### src/rtl/mem_stage.sv
// Pipeline MEM stage: data-memory load/store over a req/ack bus, thread start/stop pulses,
// and the MEM/WB register. Stalls the pipeline while its own access is outstanding.
module mem_stage #(
    parameter int TIMEOUT = 64
) (
    input  logic        clk,
    input  logic        rst_n,
    input  logic [31:0] ins_mem,
    input  logic [31:0] pc_mem,
    input  logic [31:0] addr_mem,
    input  logic [31:0] exe_data_mem,
    input  logic [2:0]  trd_mem,
    input  logic [4:0]  reg_wr_mem,
    input  logic        wr_en_mem,
    input  logic        wb_sel_mem,
    input  logic [1:0]  mem_ctrl_mem,
    input  logic [1:0]  trd_ctrl_mem,
    input  logic [2:0]  obj_trd_mem,
    input  logic        stall_ext,
    input  logic        flushMEM,
    output logic        dmem_req,
    output logic        dmem_we,
    output logic [31:0] dmem_addr,
    output logic [31:0] dmem_wdata,
    input  logic [31:0] dmem_rdata,
    input  logic        dmem_ack,
    output logic        stall_mem,
    output logic [31:0] ins_wb,
    output logic [31:0] pc_wb,
    output logic [2:0]  trd_wb,
    output logic [4:0]  reg_wr_wb,
    output logic [31:0] wb_data_wb,
    output logic        wr_en_wb,
    output logic        trd_start_wb,
    output logic        trd_stop_wb,
    output logic [2:0]  trd_obj_wb,
    output logic        mem_err
);
    localparam int CW = $clog2(TIMEOUT);
    localparam logic [CW-1:0] CNT_LAST = CW'(TIMEOUT - 1);

    typedef enum logic {S_IDLE = 1'b0, S_BUSY = 1'b1} state_t;
    state_t r_state, w_state_nxt;

    logic [CW-1:0] r_cnt;
    logic          r_kill, r_done, r_done_err, r_req, r_we, r_mem_err;
    logic [31:0]   r_addr, r_wdata, r_rdata;
    logic [31:0]   r_ins_wb, r_pc_wb, r_wb_data_wb;
    logic [2:0]    r_trd_wb, r_trd_obj_wb;
    logic [4:0]    r_reg_wr_wb;
    logic          r_wr_en_wb, r_trd_start_wb, r_trd_stop_wb;

    logic w_acc, w_mis, w_busy, w_ack, w_timeout, w_own_end, w_start, w_adv, w_bubble;
    logic [31:0] w_load_data;

    assign w_acc     = (mem_ctrl_mem == 2'b01) || (mem_ctrl_mem == 2'b10);
    assign w_mis     = w_acc && (addr_mem[1:0] != 2'b00);
    assign w_busy    = (r_state == S_BUSY);
    assign w_ack     = w_busy && dmem_ack;
    assign w_timeout = w_busy && !dmem_ack && (r_cnt == CNT_LAST);
    // An access finishing after a flush belongs to no instruction in MEM.
    assign w_own_end = (w_ack || w_timeout) && !r_kill;
    // r_done marks that the instruction held in MEM already finished its access.
    assign w_start   = !w_busy && w_acc && !w_mis && !stall_ext && !flushMEM && !r_done;
    assign stall_mem = w_acc && !w_mis && !flushMEM && !r_done && !w_own_end;
    assign w_adv     = !stall_ext && !stall_mem;
    assign w_bubble  = flushMEM || (w_adv && w_mis) || w_timeout || (w_ack && r_kill)
                       || (w_adv && r_done && r_done_err);
    assign w_load_data = r_done ? r_rdata : dmem_rdata;

    always_ff @(posedge clk or negedge rst_n) begin
        if (!rst_n) r_state <= S_IDLE;
        else        r_state <= w_state_nxt;
    end

    always_comb begin
        w_state_nxt = r_state;
        case (r_state)
            S_IDLE:  if (w_start) w_state_nxt = S_BUSY;
            S_BUSY:  if (dmem_ack || w_timeout) w_state_nxt = S_IDLE;
            default: w_state_nxt = S_IDLE;
        endcase
    end

    always_ff @(posedge clk or negedge rst_n) begin
        if (!rst_n) begin
            r_req   <= 1'b0;
            r_we    <= 1'b0;
            r_addr  <= '0;
            r_wdata <= '0;
            r_cnt   <= '0;
            r_kill  <= 1'b0;
        end else if (w_start) begin
            r_req   <= 1'b1;
            r_we    <= (mem_ctrl_mem == 2'b10);
            r_addr  <= {addr_mem[31:2], 2'b00};
            r_wdata <= exe_data_mem;
            r_cnt   <= '0;
            r_kill  <= 1'b0;
        end else if (w_busy) begin
            if (dmem_ack || w_timeout) r_req <= 1'b0;
            else                       r_cnt <= r_cnt + 1'b1;
            if (flushMEM) r_kill <= 1'b1;
        end
    end

    // Completion seen while stall_ext holds MEM is remembered so the access is not reissued.
    always_ff @(posedge clk or negedge rst_n) begin
        if (!rst_n) begin
            r_done     <= 1'b0;
            r_done_err <= 1'b0;
            r_rdata    <= '0;
            r_mem_err  <= 1'b0;
        end else begin
            r_mem_err <= (w_adv && w_mis && !flushMEM) || w_timeout;
            if (flushMEM || w_adv) begin
                r_done <= 1'b0;
            end else if (w_own_end) begin
                r_done     <= 1'b1;
                r_done_err <= w_timeout;
                r_rdata    <= dmem_rdata;
            end
        end
    end

    always_ff @(posedge clk or negedge rst_n) begin
        if (!rst_n) begin
            r_ins_wb <= '0; r_pc_wb <= '0; r_trd_wb <= '0; r_reg_wr_wb <= '0;
            r_wb_data_wb <= '0; r_wr_en_wb <= 1'b0; r_trd_obj_wb <= '0;
            r_trd_start_wb <= 1'b0; r_trd_stop_wb <= 1'b0;
        end else if (w_bubble || stall_mem) begin
            r_ins_wb <= '0; r_pc_wb <= '0; r_trd_wb <= '0; r_reg_wr_wb <= '0;
            r_wb_data_wb <= '0; r_wr_en_wb <= 1'b0; r_trd_obj_wb <= '0;
            r_trd_start_wb <= 1'b0; r_trd_stop_wb <= 1'b0;
        end else if (!stall_ext) begin
            r_ins_wb       <= ins_mem;
            r_pc_wb        <= pc_mem;
            r_trd_wb       <= trd_mem;
            r_reg_wr_wb    <= reg_wr_mem;
            r_wr_en_wb     <= wr_en_mem;
            r_wb_data_wb   <= (wb_sel_mem && mem_ctrl_mem == 2'b01) ? w_load_data : exe_data_mem;
            r_trd_obj_wb   <= obj_trd_mem;
            r_trd_start_wb <= (trd_ctrl_mem == 2'b01);
            r_trd_stop_wb  <= (trd_ctrl_mem == 2'b10);
        end else begin
            r_trd_start_wb <= 1'b0;
            r_trd_stop_wb  <= 1'b0;
        end
    end

    assign dmem_req     = r_req;
    assign dmem_we      = r_we;
    assign dmem_addr    = r_addr;
    assign dmem_wdata   = r_wdata;
    assign ins_wb       = r_ins_wb;
    assign pc_wb        = r_pc_wb;
    assign trd_wb       = r_trd_wb;
    assign reg_wr_wb    = r_reg_wr_wb;
    assign wb_data_wb   = r_wb_data_wb;
    assign wr_en_wb     = r_wr_en_wb;
    assign trd_start_wb = r_trd_start_wb;
    assign trd_stop_wb  = r_trd_stop_wb;
    assign trd_obj_wb   = r_trd_obj_wb;
    assign mem_err      = r_mem_err;
endmodule
### config.mk
export PLATFORM = sky130hd
export DESIGN_NAME = mem_stage
export DESIGN_NICKNAME = d
export VERILOG_FILES = /design/src/rtl/mem_stage.sv
export SDC_FILE = /design/constraint.sdc
export NUM_CORES = 1
export LEC_CHECK = 0
export CAP_MARGIN = 30
export CORE_MARGIN = 5
export CORE_UTILIZATION = 37
export CTS_CLUSTER_DIAMETER = 150
export CTS_CLUSTER_SIZE = 25
export DETAILED_ROUTE_END_ITERATION = 8
export DONT_BUFFER_PORTS = 1
export GPL_ROUTABILITY_DRIVEN = 1
export SYNTH_ARGS = -nofsm -noshare
export SYNTH_HDL_FRONTEND = slang
export SYNTH_SLANG_ARGS = --single-unit
### constraint.sdc
create_clock -name clk -period 2.1 [get_ports clk]
set_clock_uncertainty 0.1 [all_clocks]
set_input_delay 0.42 -clock clk [delete_from_list [all_inputs] [get_ports clk]]
set_output_delay 0.42 -clock clk [all_outputs]
set_load 0.02 [all_outputs]
==> summary.md <==
| Metric | Value |
|---|---|
| Num CTS Buffers | 12 |
| Hold Slack | -0.469 ns |
| Max Cap Viol | 0 |
| Final wirelength | between 20 and 30 mm |
| Worst path max stage delay | 0.43 ns |
| Worst setup SP type | flop |
| Crit-path cells | ha_4 > nand3_4 > o21ai_4 > a21oi_2 > buf_6 |
| CP Data Arrival Time | 1.51 ns |
| Minimum clock period after layout | 2.03 ns |
| Vias in the first global route | 6869 |
| Die area | around 29000 um2 |
| EDFF count, synth | 0 |
| Slew margin rel. | between 60% and 70% |
| CP Capture Type | primary output |
| Initial DRC count | 476 |
| GP Congestion | between 0.7 and 0.8 |
| Largest net degree at the start of global routing | roughly 220 |
| Worst skew pair latency | just under 0.5 ns |
| DP Area | 9720 um2 |
| Worst setup endpoint | stall_mem |
| Worst endpoint required time | ~1.6 ns |
| Multi-input gate area | about 3600 um2 |
| Overall power | 9390 uW |
| Final Cell Area | 11500 um2 |
| CP Class | reg -> out |
| Final nets | about 1100 |
| Run status | finished, violations left |
| Placeable Area | 25100 um2 |
| Clk buf depth | 3 |
| Failing checks | negative hold slack |
| Overall Global Routing Usage | between 15 and 20% |
| Cell Pwr Density | ~820 nW/um2 |
| Max Clk Rate | 0.492 GHz |
| TritonRoute pass-1 iters | 5 |
| Cells after Synth | about 760 |
| Grt ovf | 0 |
| Post-synth ARST share | 100% |
| First-pass GRT wire length | 40.2 mm |
| Routed via count | approximately 6600 |
| Chip Width | 169 um |
| Final Hold Vio Count | 217 |
| Sequential area share after synthesis | 57.7% |
| Flop2flop setup slack | roughly 0.12 ns |
| Num rows | 58 |
| CTS tree | yes |
| Number of port buffers | 0 |
| Fin. max-slew vios | 0 |
| Post-detailed-route wirelength per cell | 22.0 um |
| Clock Sinks | between 200 and 250 |
| R2r worst-path depth | 7 |
| Crit-path max FO | 3 |
| Setup crit start | r_cnt[0] |
| H-Tree Depth | 1 |
| Worst vdd rail ir drop | 0.529 mV |
| Dpl hpwl | around 17 mm |
| Crit path buf inv count | 1 |
| WP depth | 5 |
| Reg-to-reg critical path startpoint | r_cnt[0] |
| RR Endpoint | trd_stop_wb |
| Initial antenna violation count | 1 |
| Number of synthesized register bits | 217 |
| CP delay by family, top | flip-flops |
| Final Setup Violations | 0 |
| Primary FF master, synth | dfrtp_1 |
| Syn. warnings | 0 |
| N_diodes | 0 |
| Area growth syn-to-layout | 22.3% |
| Hold WC Path Type | in -> async |
| Die height | 169 um |
| Post-route ant nets | 0 |
| CP max-delay cell | dfrtp_1 |
| Least-Margin Pin Slew | 0.527 ns |
| Sequential cell area | 5430 um2 |
| RSZ-0062 raised after global routing | yes |
| Initial Util | 37.5% |
| Fillers | 2288 |
| Leak | 0.00511 uW |
| Final worst path period share | between 90% and 100% |
| DRC viols | 0 |
| Mapped Avg Cell Area | around 12 um2 |
| Mapped cell area | approximately 9400 um2 |
| Reg clk slew, reported paths | 0.10 ns |
| Synth unique cells | 38 |
| Via density | 5.47 |
| # IOs | 360 |
| Root buf cell | clkbuf_16 |
| Proportion of layout cells with a drive suffix above 1 | 19.0% |
-- synthesized netlist by cell type, types with 2 or more instances --
| master | count | share of area (%) |
|---|---|---|
| mux2_2 | 65 | 7.8 |
| nor3_2 | 12 | 1.3 |
| o211ai_1 | 2 | 0.16 |
| and2_1 | 2 | 0.13 |
| a21oi_1 | 66 | 3.5 |
| nor3_1 | 23 | 1.2 |
| o31ai_1 | 2 | 0.16 |
| nor2_1 | 82 | 3.3 |
| nand2_1 | 8 | 0.32 |
| clkbuf_1 | 31 | 1.2 |
| inv_1 | 7 | 0.28 |
| a211oi_1 | 32 | 2.6 |
| buf_6 | 14 | 1.7 |
| mux2i_1 | 34 | 3.6 |
| o21ai_0 | 3 | 0.16 |
| buf_4 | 12 | 0.96 |
| a22oi_1 | 76 | 6.1 |
| buf_2 | 11 | 0.58 |
| nor4bb_1 | 2 | 0.21 |
| dfrtp_1 | 217 | 58 |
| ha_1 | 3 | 0.40 |
| mux2_4 | 30 | 4.8 |
| nand3_1 | 6 | 0.32 |
-- how the worst min path moves through the flow --
stage	start	to	slack [ns]	depth (start not counted)
4_1_cts	rst_n	dmem_addr[14]	-0.51	0
2_1_floorplan	rst_n	dmem_addr[10]	0.02	0
5_1_grt	rst_n	dmem_addr[14]	-0.51	0
6_report	rst_n	dmem_addr[12]	-0.47	0
3_3_place_gp	rst_n	dmem_addr[12]	0.03	0
3_5_place_dp	rst_n	dmem_addr[12]	0.03	0
-- kinds of logic (layout without fill, tap and decap cells) --
| logic type | after synthesis | count (layout) | share of synthesized area (%) |
|---|---|---|---|
| other cells | 1 | 2 | 0.0398 |
| compound gates | 188 | 188 | 13.3 |
| mux | 129 | 129 | 16.2 |
| simple gates | 141 | 141 | 7.59 |
| flops | 217 | 217 | 57.7 |
| fa+ha+maj | 3 | 3 | 0.399 |
| buf+inv | 76 | 187 | 4.77 |
-- per-layer routing --
| layer | vias up | track usage, % | wire length (um) |
|---|---|---|---|
| met5 | - | 0 | 13 |
| met4 | 2 | 4.45 | 538 |
| met3 | 45 | 5.29 | 2190 |
| met2 | 234 | 28.8 | 13100 |
| met1 | 3344 | 22.0 | 10500 |
| li1 | 2928 | - | - |
-- metrics by stage --
step / worst slack [ns] / utilization, % / TNS [ns] / instances
6_report: 0.0690 / 45.9 / 0 / 1197
4_1_cts: 0.00427 / 45.6 / 0 / 1192
5_1_grt: -0.0269 / 45.9 / -0.0269 / 1197
3_3_place_gp: 0.0592 / 38.7 / 0 / 1039
2_1_floorplan: 0.150 / - / 0 / 756
3_5_place_dp: 0.0270 / 38.7 / 0 / 1039
-- flip-flops by register name, summed over array words and instances, names as in the netlist, 3 cells and up --
signal and cells:
r_rdata 32, reg_wr_wb 5, trd_obj_wb 3, dmem_wdata 32, trd_wb 3, pc_wb 32
dmem_addr 30, wb_data_wb 32, ins_wb 32, r_cnt 6
-- power by group --
part | leakage (uW) | total (uW) | internal [uW] | switching, uW
sequential | 0.00286 | 5680 | 4700 | 979
clock | 0.000166 | 2510 | 1130 | 1380
combinational | 0.00208 | 1200 | 734 | 464
-- timing repair --
item | 4_1_cts | 5_1_grt
resized for setup | 6 | 3
hold buffers | 133 | 4
pin swaps | 3 | 2
gates cloned | 0 | 0
endpoints found under the setup margin | 1 | 1
endpoints found under the hold margin | 350 | 221
setup buffers | 5 | 1
-- cell type report --
class                   count  share of cell area, %
clock buffers              14                   2.86
clock inverters             1                 0.0761
inverters                   8                  0.261
multi-input cells         463                   31.2
flip-flops and latches    217                   47.2
well taps                 330                   3.59
repair buffers            164                   14.8
-- cells in the final DEF, fill, tap and decap left out, types with 16 or more instances in the layout --
cell type      synthesis  routed
mux2i_1               34      34
mux2_2                65      65
a21oi_1               66      65
nor2_1                82      82
dlygate4sd3_1          0     137
a22oi_1               76      76
a211oi_1              32      32
buf_4                 12      16
dfrtp_1              217     214
nor3_1                23      22
mux2_4                30      30
Note: power is estimated with default switching activity, not from simulation.
